**config.mk**
```make
export PLATFORM = sky130hd
export DESIGN_NAME = keypad_entry_scanner
export DESIGN_NICKNAME = d
export VERILOG_FILES = /design/src/rtl/safe_pkg.sv /design/src/rtl/keypad_entry_buffer.sv /design/src/rtl/keypad_entry_scanner.sv
export SDC_FILE = /design/constraint.sdc
export NUM_CORES = 1
export LEC_CHECK = 0
export ABC_AREA = 0
export CAP_MARGIN = 20
export CELL_PAD_IN_SITES_DETAIL_PLACEMENT = 1
export CELL_PAD_IN_SITES_GLOBAL_PLACEMENT = 2
export CORE_ASPECT_RATIO = 2
export CORE_MARGIN = 5
export CORE_UTILIZATION = 30
export DETAILED_ROUTE_END_ITERATION = 7
export PLACE_DENSITY_LB_ADDON = 0.3
export SLEW_MARGIN = 20
export SYNTH_ARGS = -nofsm -noshare
export SYNTH_HDL_FRONTEND = slang
export SYNTH_SLANG_ARGS = --single-unit
export TNS_END_PERCENT = 10
```
**constraint.sdc**
```tcl
create_clock -name clk_50mhz -period 2.15 [get_ports clk_50mhz]
set_input_delay 0.43 -clock clk_50mhz [delete_from_list [all_inputs] [get_ports clk_50mhz]]
set_output_delay 0.43 -clock clk_50mhz [all_outputs]
set_load 0.01 [all_outputs]
```
**src/rtl/safe_pkg.sv**
```systemverilog
// Shared key codes, scanner state encoding and entry length for the safe's keypad front end.
package safe_pkg;

    localparam int NUM_DIGITS = 4;

    localparam logic [3:0] KEY_STAR = 4'hE;
    localparam logic [3:0] KEY_HASH = 4'hF;

    typedef enum logic [1:0] {
        ST_SCAN,
        ST_DEBOUNCE,
        ST_PRESSED,
        ST_RELEASE
    } scan_state_t;

    // Physical layout: row-major, rows 0..3 top to bottom, columns 0..3 left to right.
    function automatic logic [3:0] key_decode(input logic [1:0] row, input logic [1:0] col);
        case ({row, col})
            4'h0: return 4'h1;
            4'h1: return 4'h2;
            4'h2: return 4'h3;
            4'h3: return 4'hA;
            4'h4: return 4'h4;
            4'h5: return 4'h5;
            4'h6: return 4'h6;
            4'h7: return 4'hB;
            4'h8: return 4'h7;
            4'h9: return 4'h8;
            4'hA: return 4'h9;
            4'hB: return 4'hC;
            4'hC: return KEY_STAR;
            4'hD: return 4'h0;
            4'hE: return KEY_HASH;
            default: return 4'hD;
        endcase
    endfunction

    function automatic logic [1:0] low_row_idx(input logic [3:0] rows);
        if (!rows[0]) return 2'd0;
        if (!rows[1]) return 2'd1;
        if (!rows[2]) return 2'd2;
        return 2'd3;
    endfunction

    // True when two or more rows are pulled low at once.
    function automatic logic multi_low(input logic [3:0] rows);
        logic [3:0] low;
        low = ~rows;
        return (low & (low - 4'd1)) != 4'd0;
    endfunction

endpackage

```
**src/rtl/keypad_entry_buffer.sv**
```systemverilog
// Digit entry buffer: shifts in digits, '*' backspaces, '#' on a full entry raises enter_pulse.
module keypad_entry_buffer #(
    parameter int NUM_DIGITS = safe_pkg::NUM_DIGITS
) (
    input  logic                    clk_50mhz,
    input  logic                    rst,
    input  logic                    key_valid,
    input  logic [3:0]              key_code,
    input  logic                    entry_en,
    input  logic                    clear_entry,
    output logic [4*NUM_DIGITS-1:0] input_data,
    output logic [2:0]              digit_count,
    output logic                    entry_full,
    output logic                    enter_pulse
);
    import safe_pkg::*;

    localparam logic [2:0] FULL_CNT = 3'(NUM_DIGITS);

    assign entry_full = (digit_count == FULL_CNT);

    always_ff @(posedge clk_50mhz) begin
        if (rst) begin
            input_data  <= '0;
            digit_count <= '0;
            enter_pulse <= 1'b0;
        end else begin
            enter_pulse <= 1'b0;
            // A clear in the same cycle as a key drops that key entirely.
            if (clear_entry) begin
                input_data  <= '0;
                digit_count <= '0;
            end else if (key_valid && entry_en) begin
                if (key_code <= 4'd9) begin
                    if (digit_count < FULL_CNT) begin
                        input_data  <= {input_data[4*NUM_DIGITS-5:0], key_code};
                        digit_count <= digit_count + 3'd1;
                    end
                end else if (key_code == KEY_STAR) begin
                    if (digit_count != 3'd0) begin
                        input_data  <= input_data >> 4;
                        digit_count <= digit_count - 3'd1;
                    end
                end else if (key_code == KEY_HASH) begin
                    enter_pulse <= (digit_count == FULL_CNT);
                end
            end
        end
    end

endmodule

```
**src/rtl/keypad_entry_scanner.sv**
```systemverilog
// 4x4 keypad scanner with per-tick debounce feeding the safe's BCD entry buffer.
// Build option: KEYPAD_MULTIKEY_REJECT_EN rejects multi-row presses instead of taking the lowest row.
module keypad_entry_scanner #(
    parameter int CLK_HZ         = 50_000_000,
    parameter int SCAN_HZ        = 1000,
    parameter int DEBOUNCE_SCANS = 20,
    parameter int NUM_DIGITS     = safe_pkg::NUM_DIGITS
) (
    input  logic                    clk_50mhz,
    input  logic                    rst,
    input  logic [3:0]              key_row,
    output logic [3:0]              key_col,
    input  logic                    entry_en,
    input  logic                    clear_entry,
    output logic                    key_valid,
    output logic [3:0]              key_code,
    output logic [4*NUM_DIGITS-1:0] input_data,
    output logic [2:0]              digit_count,
    output logic                    entry_full,
    output logic                    enter_pulse
);
    import safe_pkg::*;

    localparam int TICK_DIV = CLK_HZ / SCAN_HZ;
    localparam int TW       = (TICK_DIV > 1) ? $clog2(TICK_DIV) : 1;
    localparam int DW       = $clog2(DEBOUNCE_SCANS + 1);

    scan_state_t   state;
    logic [TW-1:0] tick_cnt;
    logic          tick;
    logic [1:0]    col_idx;
    logic [3:0]    row_s1, row_s2, row_lat;
    logic [DW-1:0] db_cnt;

    assign tick    = (tick_cnt == TW'(TICK_DIV - 1));
    assign key_col = ~(4'b0001 << col_idx);

    always_ff @(posedge clk_50mhz) begin
        if (rst) begin
            state     <= ST_SCAN;
            tick_cnt  <= '0;
            col_idx   <= 2'd0;
            row_s1    <= 4'hF;
            row_s2    <= 4'hF;
            row_lat   <= 4'hF;
            db_cnt    <= '0;
            key_valid <= 1'b0;
            key_code  <= 4'h0;
        end else begin
            // Rows are asynchronous switch contacts; two flops before use.
            row_s1    <= key_row;
            row_s2    <= row_s1;
            tick_cnt  <= tick ? '0 : tick_cnt + 1'b1;
            key_valid <= 1'b0;
            if (tick) begin
                case (state)
                    ST_SCAN: begin
                        if (row_s2 == 4'hF) begin
                            col_idx <= col_idx + 2'd1;
`ifdef KEYPAD_MULTIKEY_REJECT_EN
                        end else if (multi_low(row_s2)) begin
                            col_idx <= col_idx + 2'd1;
`endif
                        end else begin
                            row_lat <= row_s2;
                            db_cnt  <= '0;
                            state   <= ST_DEBOUNCE;
                        end
                    end
                    // A multi-row pattern can never match a single-row latch, so rejection holds here too.
                    ST_DEBOUNCE: begin
                        if (row_s2 != row_lat) begin
                            col_idx <= col_idx + 2'd1;
                            state   <= ST_SCAN;
                        end else if (db_cnt == DW'(DEBOUNCE_SCANS - 1)) begin
                            key_valid <= 1'b1;
                            key_code  <= key_decode(low_row_idx(row_lat), col_idx);
                            state     <= ST_PRESSED;
                        end else begin
                            db_cnt <= db_cnt + 1'b1;
                        end
                    end
                    ST_PRESSED: begin
                        db_cnt <= '0;
                        state  <= ST_RELEASE;
                    end
                    default: begin
                        if (row_s2 != 4'hF) begin
                            db_cnt <= '0;
                        end else if (db_cnt == DW'(DEBOUNCE_SCANS - 1)) begin
                            state <= ST_SCAN;
                        end else begin
                            db_cnt <= db_cnt + 1'b1;
                        end
                    end
                endcase
            end
        end
    end

    keypad_entry_buffer #(
        .NUM_DIGITS (NUM_DIGITS)
    ) u_buffer (
        .clk_50mhz   (clk_50mhz),
        .rst         (rst),
        .key_valid   (key_valid),
        .key_code    (key_code),
        .entry_en    (entry_en),
        .clear_entry (clear_entry),
        .input_data  (input_data),
        .digit_count (digit_count),
        .entry_full  (entry_full),
        .enter_pulse (enter_pulse)
    );

endmodule
```
==> metrics.cfg <==
[setup_path]
r2r_cells=4
cp_max_fo=4
crit_type=register to register
reg2reg_to=db_cnt[3]
endpoint=db_cnt[3]
cp-startpoint=tick_cnt[12]
arrival_ns=2.40
reg2reg_from=tick_cnt[12]
cp-end-kind=register
r2r_slack_ns=-0.001
start_kind=register
required_ns=2.40

[detailed_routing]
wire_per_inst_um=15.4
finalWirelength_mm=8.40
drc=0
drt_iter0_markers=53
num_vias=2722
dr.pass1.iters=4
viasPerCell=4.98
ant_nets=0

[final_layout]
final_area_um2=4160
n_antenna_cell=0
area_growth_pct=40.8
final_layout_size_suffix_gt1_share_pct=20.2
nFillCells=1149
nNetsFinal=427

[placement]
numPortBuffers=37
dp.final_hpwl_mm=6.36
placed_area_um2=3710
gp_congestion=0.745

[yosys]
synthCells=341
synth_most_common_cell=dfxtp_1
yosysTopAreaCellShare_pct=42.1
synth-main-ff-cell=dfxtp_1
yosys-top-cells-area=dfxtp_1, mux2i_1, nor2_1
async_flop_share_pct=0
ys_warn_count=0
syn_nets=358
yosysTopAreaCell=dfxtp_1
syn_area_per_cell_um2=8.66
synth_area_um2=2950
synth_edf_count=0
synth_seq_cells=62
yosysSeqAreaShare_pct=42.1
synth_commonest_cells=dfxtp_1, nor2_1, nand2_1
yosysUniqueCellTypes=44

[clocking]
clk_latency_ns=0.33
cts_max_level=3
clock-root-buffer=clkbuf_16
clk_path_buf_depth=2
cts_tree=built
cts_sinks=62
clk_pin_slew_worst_paths_ns=0.06
cts_hold_buf=0
numCtsBuffers=9

[timing]
finalWorstSetupSlack_ns=-0.00120
period_needed_ns=2.15
worstMarginPinSlew_ns=0.502
clock_skew_ns=0.00637
grt_setup_unrepaired=yes
setup_viol=1
drv_slew=0
hold_viol=0
maxSlewHeadroom_pct=66.5
finalCritPeriodShare_pct=100
max_freq_mhz=465

[hold_path]
hold_path_class=register to register

[power]
power_density_nw_per_um2=683
pwr-share-clk_pct=55.0
leakage_nw=1.53
swShare_pct=21.5
p_int_mw=2.23
vdd_ir_drop_max_uv=354
power_mw=2.84
p_sw_mw=0.611
seqPwrFrac_pct=41.1
pwr-share-comb_pct=3.8

[floorplanning]
chipWidth_um=80.1
rows=51
die-area_um2=12000
die_y_um=150
io_pins=38
initial_utilization_pct=30.4
core_area_um2=9700

[grt]
antenna_found_initial=0
grt_pass1_wl_mm=14.4
grtUsageTotal_pct=15.4
grt_pass1_vias=2923
grt_overflow=0
grt_max_degree=27

[outcome]
violations=setup timing
status=finished with violations

[flow_run]
drv_cap=0

## area by class of cell
class,count,area (um2),area share (%)
clock buffers,9,225,5.42
clock inverters,7,98.8,2.38
inverters,14,52.6,1.26
multi-input cells,245,1650,39.8
flip-flops and latches,62,1240,29.9
well taps,132,165,3.97
repair buffers,78,718,17.3
## flip-flops by register name, indices dropped and copies added (netlist names)
register,count
u_buffer.input_data,16
col_idx,2
db_cnt,5
key_code,4
u_buffer.digit_count,3
row_s2,4
state,2
tick_cnt,16
u_buffer.enter_pulse,1
key_valid,1
row_s1,4
row_lat,4
## power groups by stage
stage | registers [mW] | logic (mW) | clock network (mW)
6_report | 1.17 | 0.108 | 1.56
5_1_grt | 1.17 | 0.120 | 1.66
4_1_cts | 1.17 | 0.107 | 1.60
3_5_place_dp | 1.19 | 0.102 | 0
3_3_place_gp | 1.19 | 0.101 | 0
2_1_floorplan | 1.19 | 0.0509 | 0
## routing by layer
layer	vias to the layer above	routed length, um	GRT usage (%)
met3	12	210	2.93
met5	-	0	0
met4	0	151	6.09
met2	37	5080	31.6
met1	1322	2950	14.0
li1	1351	-	-
## placed cells by master (no fill, tap or decap), types with 5 or more instances in the layout
cell type	count
dfxtp_1	60
inv_1	14
ha_1	9
nand4_1	5
o211ai_1	5
a211oi_1	13
a21oi_1	22
nand2_1	25
nand3_1	14
or2_2	9
mux2i_1	14
xnor2_1	9
or4_1	5
buf_4	36
nor2_1	35
clkbuf_16	9
clkdlybuf4s50_1	37
o21ai_0	14
xor2_1	10
## metrics by stage
stage,std cells,hold slack [ns],utilization [%],TNS [ns],setup WS (ns)
after floorplan,341,0.389,-,-0.0358,-0.0181
after global placement,527,0.392,38.3,-0.0740,-0.0523
after detailed placement,527,0.403,38.3,-0.365,-0.119
after CTS,547,0.419,42.6,-1.10,-0.116
after global routing,547,0.425,42.9,-0.634,-0.0908
final,547,0.413,42.9,-0.00120,-0.00120
## how the worst min path moves through the flow
stage          cells after the start  slack, ns   endpoint      start
3_3_place_gp                       1       0.39  row_s2[0]  row_s1[0]
4_1_cts                            1       0.42  row_s2[2]  row_s1[2]
6_report                           1       0.41  row_s2[2]  row_s1[2]
5_1_grt                            1       0.43  row_s2[0]  row_s1[0]
2_1_floorplan                      1       0.39  row_s2[0]  row_s1[0]
3_5_place_dp                       1       0.40  row_s2[0]  row_s1[0]
## worst max-delay path, cell delays in order (launching register included)
cell	delay [ns]
dfxtp_2	0.32
or4_4	0.53
or4_4	0.49
or4_1	0.53
o31ai_1	0.21
## repair_timing
item	CTS	global route
setup buffers	4	0
gates resized for setup	14	6
setup endpoints to repair	12	31
pin swaps	14	3
## logic make-up after synthesis
kind of cell / synth area share, %
simple gates: 24.2
compound gates: 15.0
flops: 42.1
buf+inv: 4.58
xor+xnor: 5.64
mux: 4.75
fa+ha+maj: 3.82
(Power assumes the default switching activity.)
